--- src/rtl/tt_sweep_pkg.sv ---
// Shared constants and types for the truth-table sweep engine.
package tt_sweep_pkg;

   // Number of inputs of the function under test.
   localparam int unsigned N_IN = 7;
   // Truth-table width, one bit per input vector.
   localparam int unsigned TT_W = 2 ** N_IN;
   // Width of the per-vector hold counter (SETTLE range 0..15).
   localparam int unsigned SETTLE_W = 4;

   typedef enum logic [1:0] {
      StIdle,
      StSweep,
      StDone
   } state_e;

endpackage

--- src/rtl/tt_settle_timer.sv ---
// Per-vector hold counter for the sweep engine. sample_en_o marks the last
// hold cycle of the current vector, i.e. the cycle whose f_i gets captured.
module tt_settle_timer
   import tt_sweep_pkg::*;
#(
   parameter int unsigned SETTLE = 0
) (
   input  logic clk,
   input  logic rst,
   input  logic clr_i,
   input  logic en_i,
   output logic sample_en_o
);

   localparam logic [SETTLE_W-1:0] HoldLast = SETTLE_W'(SETTLE);

   logic [SETTLE_W-1:0] hold_q, hold_d;

   // Count hold cycles; wrap to zero after the sampling cycle.
   always_comb begin
      hold_d = hold_q;
      if (clr_i) begin
         hold_d = '0;
      end else if (en_i) begin
         if (hold_q == HoldLast) begin
            hold_d = '0;
         end else begin
            hold_d = hold_q + 1'b1;
         end
      end
   end

   // Hold counter register with synchronous reset.
   always_ff @(posedge clk) begin
      if (rst) begin
         hold_q <= '0;
      end else begin
         hold_q <= hold_d;
      end
   end

   assign sample_en_o = en_i && (hold_q == HoldLast);

endmodule

--- src/rtl/tt_sweep_engine.sv ---
// Truth-table sweep engine: drives every 7-bit vector into a combinational
// function, captures f_i per vector and assembles the 128-bit table.
// Optional feature macro: TT_SWEEP_COMPARE_EN (compare against expected_i).
module tt_sweep_engine
   import tt_sweep_pkg::*;
#(
   parameter int unsigned SETTLE = 0
) (
   input  logic            clk,
   input  logic            rst,
   input  logic            start_i,
   output logic [N_IN-1:0] x_o,
   input  logic            f_i,
   output logic            busy_o,
   output logic            done_o,
   output logic [TT_W-1:0] tt_o,
   output logic            tt_valid_o,
   input  logic [TT_W-1:0] expected_i,
   output logic            mismatch_o,
   output logic [N_IN-1:0] first_mis_o
);

   state_e          state_q, state_d;
   logic [N_IN-1:0] idx_q, idx_d;
   logic [N_IN-1:0] x_q, x_d;
   logic [TT_W-1:0] tt_q, tt_d;
   logic            tt_valid_q, tt_valid_d;

   logic start_acc;
   logic sample_en;
   logic last_vec;

   assign start_acc = (state_q == StIdle) && start_i;
   assign last_vec  = (idx_q == N_IN'(TT_W - 1));

   tt_settle_timer #(
      .SETTLE(SETTLE)
   ) u_settle_timer (
      .clk        (clk),
      .rst        (rst),
      .clr_i      (start_acc),
      .en_i       (state_q == StSweep),
      .sample_en_o(sample_en)
   );

   // FSM next state, index advance and table capture.
   always_comb begin
      state_d    = state_q;
      idx_d      = idx_q;
      x_d        = x_q;
      tt_d       = tt_q;
      tt_valid_d = tt_valid_q;
      unique case (state_q)
         StIdle: begin
            if (start_i) begin
               state_d    = StSweep;
               idx_d      = '0;
               x_d        = '0;
               tt_d       = '0;
               tt_valid_d = 1'b0;
            end
         end
         StSweep: begin
            if (sample_en) begin
               tt_d[idx_q] = f_i;
               if (last_vec) begin
                  // Table is complete on this edge, so valid rises with done_o.
                  state_d    = StDone;
                  tt_valid_d = 1'b1;
               end else begin
                  idx_d = idx_q + 1'b1;
                  x_d   = idx_q + 1'b1;
               end
            end
         end
         StDone: begin
            // idx wraps here; x_o keeps the last vector.
            state_d = StIdle;
            idx_d   = '0;
         end
         default: state_d = StIdle;
      endcase
   end

   // Main state registers with synchronous reset.
   always_ff @(posedge clk) begin
      if (rst) begin
         state_q    <= StIdle;
         idx_q      <= '0;
         x_q        <= '0;
         tt_q       <= '0;
         tt_valid_q <= 1'b0;
      end else begin
         state_q    <= state_d;
         idx_q      <= idx_d;
         x_q        <= x_d;
         tt_q       <= tt_d;
         tt_valid_q <= tt_valid_d;
      end
   end

   assign x_o        = x_q;
   assign busy_o     = (state_q == StSweep);
   assign done_o     = (state_q == StDone);
   assign tt_o       = tt_q;
   assign tt_valid_o = tt_valid_q;

`ifdef TT_SWEEP_COMPARE_EN
   logic [TT_W-1:0] exp_q, exp_d;
   logic            mis_q, mis_d;
   logic [N_IN-1:0] first_q, first_d;

   // Latch reference on start; record only the first mismatching index.
   always_comb begin
      exp_d   = exp_q;
      mis_d   = mis_q;
      first_d = first_q;
      if (start_acc) begin
         exp_d   = expected_i;
         mis_d   = 1'b0;
         first_d = '0;
      end else if ((state_q == StSweep) && sample_en && !mis_q &&
                   (f_i != exp_q[idx_q])) begin
         mis_d   = 1'b1;
         first_d = idx_q;
      end
   end

   // Compare registers with synchronous reset.
   always_ff @(posedge clk) begin
      if (rst) begin
         exp_q   <= '0;
         mis_q   <= 1'b0;
         first_q <= '0;
      end else begin
         exp_q   <= exp_d;
         mis_q   <= mis_d;
         first_q <= first_d;
      end
   end

   assign mismatch_o  = mis_q;
   assign first_mis_o = first_q;
`else
   logic unused_expected;
   assign unused_expected = ^expected_i;
   assign mismatch_o      = 1'b0;
   assign first_mis_o     = '0;
`endif

endmodule

--- config.mk ---
export PLATFORM = sky130hd
export DESIGN_NAME = tt_sweep_engine
export DESIGN_NICKNAME = d
export VERILOG_FILES = /design/src/rtl/tt_sweep_pkg.sv /design/src/rtl/tt_settle_timer.sv /design/src/rtl/tt_sweep_engine.sv
export SDC_FILE = /design/constraint.sdc
export NUM_CORES = 1
export LEC_CHECK = 0
export BUFFER_PORTS_ARGS = -buffer_cell sky130_fd_sc_hd__buf_2
export CORE_MARGIN = 2
export CORE_UTILIZATION = 50
export DETAILED_ROUTE_END_ITERATION = 7
export PLACE_DENSITY_LB_ADDON = 0.08
export SKIP_CTS_REPAIR_TIMING = 1
export SYNTH_ARGS = -nofsm -noshare
export SYNTH_HDL_FRONTEND = slang
export SYNTH_SLANG_ARGS = --single-unit
--- constraint.sdc ---
create_clock -name clk -period 2.4 [get_ports clk]
set_input_delay 0.24 -clock clk [delete_from_list [all_inputs] [get_ports clk]]
set_output_delay 0.24 -clock clk [all_outputs]
set_load 0.1 [all_outputs]
[Word-level counts from Yosys, hierarchy flattened]
Cells that the tools add are included.
Storage, ports and cells
  register bits: 149
  bits in latches: 0
  memory bits (writable): 0
  memory bits (read-only): 0
  output and inout port bits: 146
  logic and storage cells: 50
  memories kept: 0
Cells by class
  $add $sub $neg: 2
  multipliers: 0
  div/mod/pow operators: 0
  magnitude comparators: 2
  equality and inequality tests: 7
  shifts and indexed selects: 0
  muxes and demuxes: 20
  bitwise logic cells: 0
  reductions and logical operators: 13
Operators with widths (number)
  128-bit two-way mux: 2
  128-bit case mux with 2 select lines: 1
  128-bit bitwise mux: 1
  7-bit two-way mux: 3
  7-bit case mux with 3 select lines: 1
  7-bit case mux with 2 select lines: 1
  4-bit AND reduction: 3
  7-bit by 8-bit < comparator with 1-bit output (second input constant): 1
  2-bit inequality test (second input constant): 4
  7-bit by 1-bit adder with 7-bit output (second input constant): 1
  1-bit demux with 7-bit select: 1
  7-bit == test (second input constant): 1
  7-bit by 1-bit >= comparator with 1-bit output (second input constant): 1
  2-bit two-way mux: 3
  3-bit AND reduction: 2
  4-bit by 1-bit adder with 4-bit output (second input constant): 1
  4-bit logical NOT: 1
  1-bit two-way mux: 4
  4-bit two-way mux: 1
  2-bit case mux with 2 select lines: 1
  1-bit logical AND: 3
  3-bit nonzero test: 1
  2-bit by 1-bit == test with 1-bit output (second input constant): 1
  2-bit == test (second input constant): 1
  other kinds (4): 4

[Longest topological paths before layout]
  depth after elaboration: 7
  mapped depth: 9

[By module]
Synthesis repeated with hierarchy kept, for this count alone.
Unflattened totals
  cells, all modules: 780
  area, all modules: 6955.4 µm²
Modules (own cells, without submodules)
  tt_sweep_engine: instances 1, cells an instance 760, area an instance 6752.7 µm², sequential area each 2902.8 µm²
  tt_settle_timer: instances 1, cells an instance 20, area an instance 202.7 µm², sequential area each 80.1 µm²

[Worst setup path before layout]
OpenSTA, ideal clock, no wires.
  kind: reg2out
  start: reg state_q[0]
  end: out done_o
  arrival: 2040 ps
  data required time: 2160 ps
  path slack: 120 ps
  stages on the path, launching flop included: 5
  buffers on the path: 3
  cells stage by stage: dfxtp_1 buf_2 buf_2 clkbuf_1 nor2_1
On the way
  word-level cells in the longest chain between the ends: 1
Ends and longest elaborated chain
  start: declaration: line tt_sweep_engine.sv:23  | state_e state_q, state_d;
  start signal: assignment: line tt_sweep_engine.sv:88  | state_q <= StIdle;
  start signal: assignment: line tt_sweep_engine.sv:94  | state_q <= state_d;
  2-bit == test: line tt_sweep_engine.sv:104  | assign done_o = (state_q == StDone);
  end: declaration: line tt_sweep_engine.sv:15  | output logic done_o,
No other way between the ends.

[Worst setup path in the final report]
  start: reg u_settle_timer.hold_q[0]
  end: reg tt_q[81] (netlist: tt_o[81])
On the way
  word-level cells in the longest chain between the ends: 4
Ends and longest elaborated chain
  start: declaration: line tt_settle_timer.sv:17  | logic [SETTLE_W-1:0] hold_q, hold_d;
  start signal: assignment: line tt_settle_timer.sv:38  | hold_q <= hold_d;
  4-bit logical NOT: line tt_settle_timer.sv:42  | assign sample_en_o = en_i && (hold_q == HoldLast);
  1-bit logical AND: line tt_settle_timer.sv:42
  2-bit inequality test (no line)
  3-bit AND reduction (no line)
  end signal: assignment: line tt_sweep_engine.sv:97  | tt_q <= tt_d;
  end: declaration: line tt_sweep_engine.sv:26  | logic [TT_W-1:0] tt_q, tt_d;
No other way between the ends.
A chain may end at the register's enable or synchronous reset.

==> results.toml <==
[outcome]
status = "complete, no violations"

[power_and_ir_drop]
ir_drop_mv = 0.461
p_leak_nw = 3.43
p_total_w = 0.00543
powerDensity_mw_per_mm2 = 620

[yosys]
synth_edf_count = 0
synth_mux_area_share_pct = 0.291
synth_xor_area_share_pct = 0.480
synth-seq-cells = 149
ys.flop_type = "dfxtp_1"
synthAdderAreaFrac_pct = 0.514
synth_top_cell_area_share_pct = 40.9
yosys-top-cells-area = "dfxtp_1, a21boi_0, a21oi_1"
synth-async-reset-ratio_pct = 0
ys_warn_count = 0
synth_top_family_by_area = "compound AO/OA/AOI/OAI gates"
synth.largest_area_cell = "dfxtp_1"
synth_compound_area_share_pct = 33.5
avgSynthCellArea_um2 = 8.06
synth_cell_types = 58
synth-simple-area-share_pct = 16.2
synth_cells = 905
netlist_area_mm2 = 0.00730
ys_seq_area_share_pct = 40.9

[final_layout]
antenna-diode-count = 0
instances_no_fill = 1209
syn_to_final_growth_pct = 20.0
drive_gt1_share_pct = 23.7
final_util_pct = 60.9
fillers = 1289
final_nets = 1148

[clocking]
cts_tree = "built"
cts_buffers = 17
clockBufferDepth = 2
cts-root-buf = "clkbuf_16"
htree_levels = 4
clock_sinks = 149
insertion_delay_ns = 0.43
path_clk_slew_ns = 0.06

[worst_setup_path]
max_stage_delay_ns = 0.58
critPathKind = "flip-flop to flip-flop"
r2r-start = "u_settle_timer.hold_q[0]"
start_kind = "flip-flop"
crit_required_ns = 2.76
end_kind = "flip-flop"
cp_common_cell = "buf_4"
critical_path.max_fanout = 10
crit_family = "simple AND/OR/NAND/NOR gates"
r2r_slack_ns = 0.19
r2r-end = "tt_o[81]"
critical_path_arrival_ns = 2.57
ff2ff_path_depth = 8
cp_cell_sequence = "inv_1 -> ha_1 -> or3b_1 -> buf_4 -> nor3b_4 -> buf_4 -> nand2_1 -> a21oi_1"
cp_num_buf_inv = 3
crit_slowest_cell = "or3b_1"

[sta]
drv_slew = 0
finClkSkew_ns = 0.00715
hold_violations = 0
fin_crit_sh_pct = 92.2
max_freq_mhz = 452
relSlewSlack_pct = 47.3
finalCriticalPeriod_ns = 2.21
rsz0062_at_grt = "false"
fin_tns_setup_ns = 0
layout_setup_ws_ns = 0.187
worst_pin_slew_ns = 0.791
setup_viol = 0

[floorplan]
coreArea_mm2 = 0.0144
dieHeight_um = 125
rows = 44
die_w_um = 125
io_pins = 278
initial_utilization_pct = 50.8
die-area_mm2 = 0.0156

[min_path]
hold_path_startpoint = "start_i"
hold_path_class = "input pin to flip-flop"
whs_endpoint = "state_q[0]"
min_path_cells = 3

[placement]
port_buffers = 141
dp.cells = 1178
dp_hpwl_mm = 14.1
dp_slack_ns = 0.197
place_congestion = 0.822

[global_routing]
grt_overflow = 0
grtUsageTotal_pct = 28.0
grt_pass1_vias = 6162
grt_max_degree = 96
grt_antenna_before_repair = 0
grt_pass1_wl_mm = 35.0

[detailed_routing]
dr.pass1.iters = 6
drcViolationCount = 0
drt_iter0_drc = 652
drt_wl_total_mm = 22.2
via_per_inst = 5.73
dr_total_vias = 6930
ant_nets = 0
post_drt_wl_per_cell_um = 18.4

[job]
cap_violations = 0
==> report_power, final <==
part | internal [W] | switching, W | leakage (nW) | total [W]
clock network | 0.00148 | 0.00102 | 0.273 | 0.00250
registers | 0.00248 | 0.00000505 | 1.20 | 0.00248
logic | 0.000126 | 0.000320 | 1.96 | 0.000446
==> routing by layer <==
metal | wire length, µm | GRT usage, % | up-vias
met5 | 0 | 0 | -
met4 | 215 | 6.67 | 0
met3 | 1480 | 5.28 | 19
met2 | 9910 | 41.1 | 277
met1 | 10600 | 42.3 | 3261
li1 | - | - | 3373
==> cell type report <==
class                   instances  area (µm²)  area share [%]
multi-input cells             647        3770            43.1
flip-flops and latches        149        2990            34.1
inverters                       7        26.3           0.300
repair buffers                191        1190            13.5
clock inverters                 7        43.8           0.500
clock buffers                  24         513            5.86
well taps                     184         230            2.63
==> worst register-to-register path: cells and delay by family (launching register included) <==
family          cells  cell delay (ns)
simple gates        3             0.91
buf+inv             3             0.59
flops               1             0.33
fa+ha+maj           1             0.16
compound gates      1             0.15
==> through the flow <==
stage,instance area (µm²),hold slack [ns]
floorplan,7320,0.413
global placement,8190,0.444
detailed placement,8190,0.446
CTS,8750,0.112
global route,8760,0.143
finish,8760,0.123
==> cell families (layout without fill, tap and decap cells) <==
kind of cell / count (synthesis) / in the layout
DFF: 149 / 149
AOI/OAI and AO/OA: 413 / 413
other: 1 / 8
and+or+nand+nor: 217 / 217
xor gates and xnor gates: 4 / 4
buffers and inverters: 116 / 229
adders and majority gates: 3 / 3
muxes: 2 / 2
==> cells in the final DEF, fill, tap and decap left out, types with 7 or more instances in the layout <==
cell       netlist  layout
buf_12           0       8
nor2_1           8       8
a21oi_1        137     137
buf_4           22      44
inv_1            7       7
dfxtp_1        149     148
buf_2           20     139
nand2_1        142     142
conb_1           1       8
o21ai_1         12      11
clkbuf_16        0      18
nand3_1         11      11
a21boi_0       126     126
o21ai_0        119     119
==> synth_stat cells (3+ instances only) <==
library cell / count
and4_1: 3
buf_4: 22
nor3b_2: 5
nand4_1: 3
nor2_1: 8
and4bb_1: 5
nor3b_4: 4
and4b_1: 4
o21ai_1: 12
a21oi_1: 137
nor3_1: 3
a21boi_0: 126
and3b_1: 3
nand3_1: 11
nand3b_1: 5
buf_2: 20
ha_1: 3
dfxtp_1: 149
o21ai_0: 119
nand2_1: 142
buf_6: 5
nor4b_2: 4
inv_1: 7
xor2_1: 3
clkbuf_1: 61
==> sequential cells by signal (all words and copies together), names as in the netlist <==
signal	cells
idx_q	7
state_q	2
tt_o	128
tt_valid_o	1
u_settle_timer.hold_q	4
x_o	7
==> how the worst max path moves through the flow <==
stage | startpoint | endpoint | cells after the start
floorplan | state_q[0] | done_o | 4
global placement | u_settle_timer.hold_q[0] | tt_o[89] | 8
detailed placement | u_settle_timer.hold_q[0] | tt_o[81] | 8
CTS | u_settle_timer.hold_q[0] | tt_o[81] | 8
global route | u_settle_timer.hold_q[0] | tt_o[105] | 8
finish | u_settle_timer.hold_q[0] | tt_o[81] | 8
(Power assumes the default switching activity.)
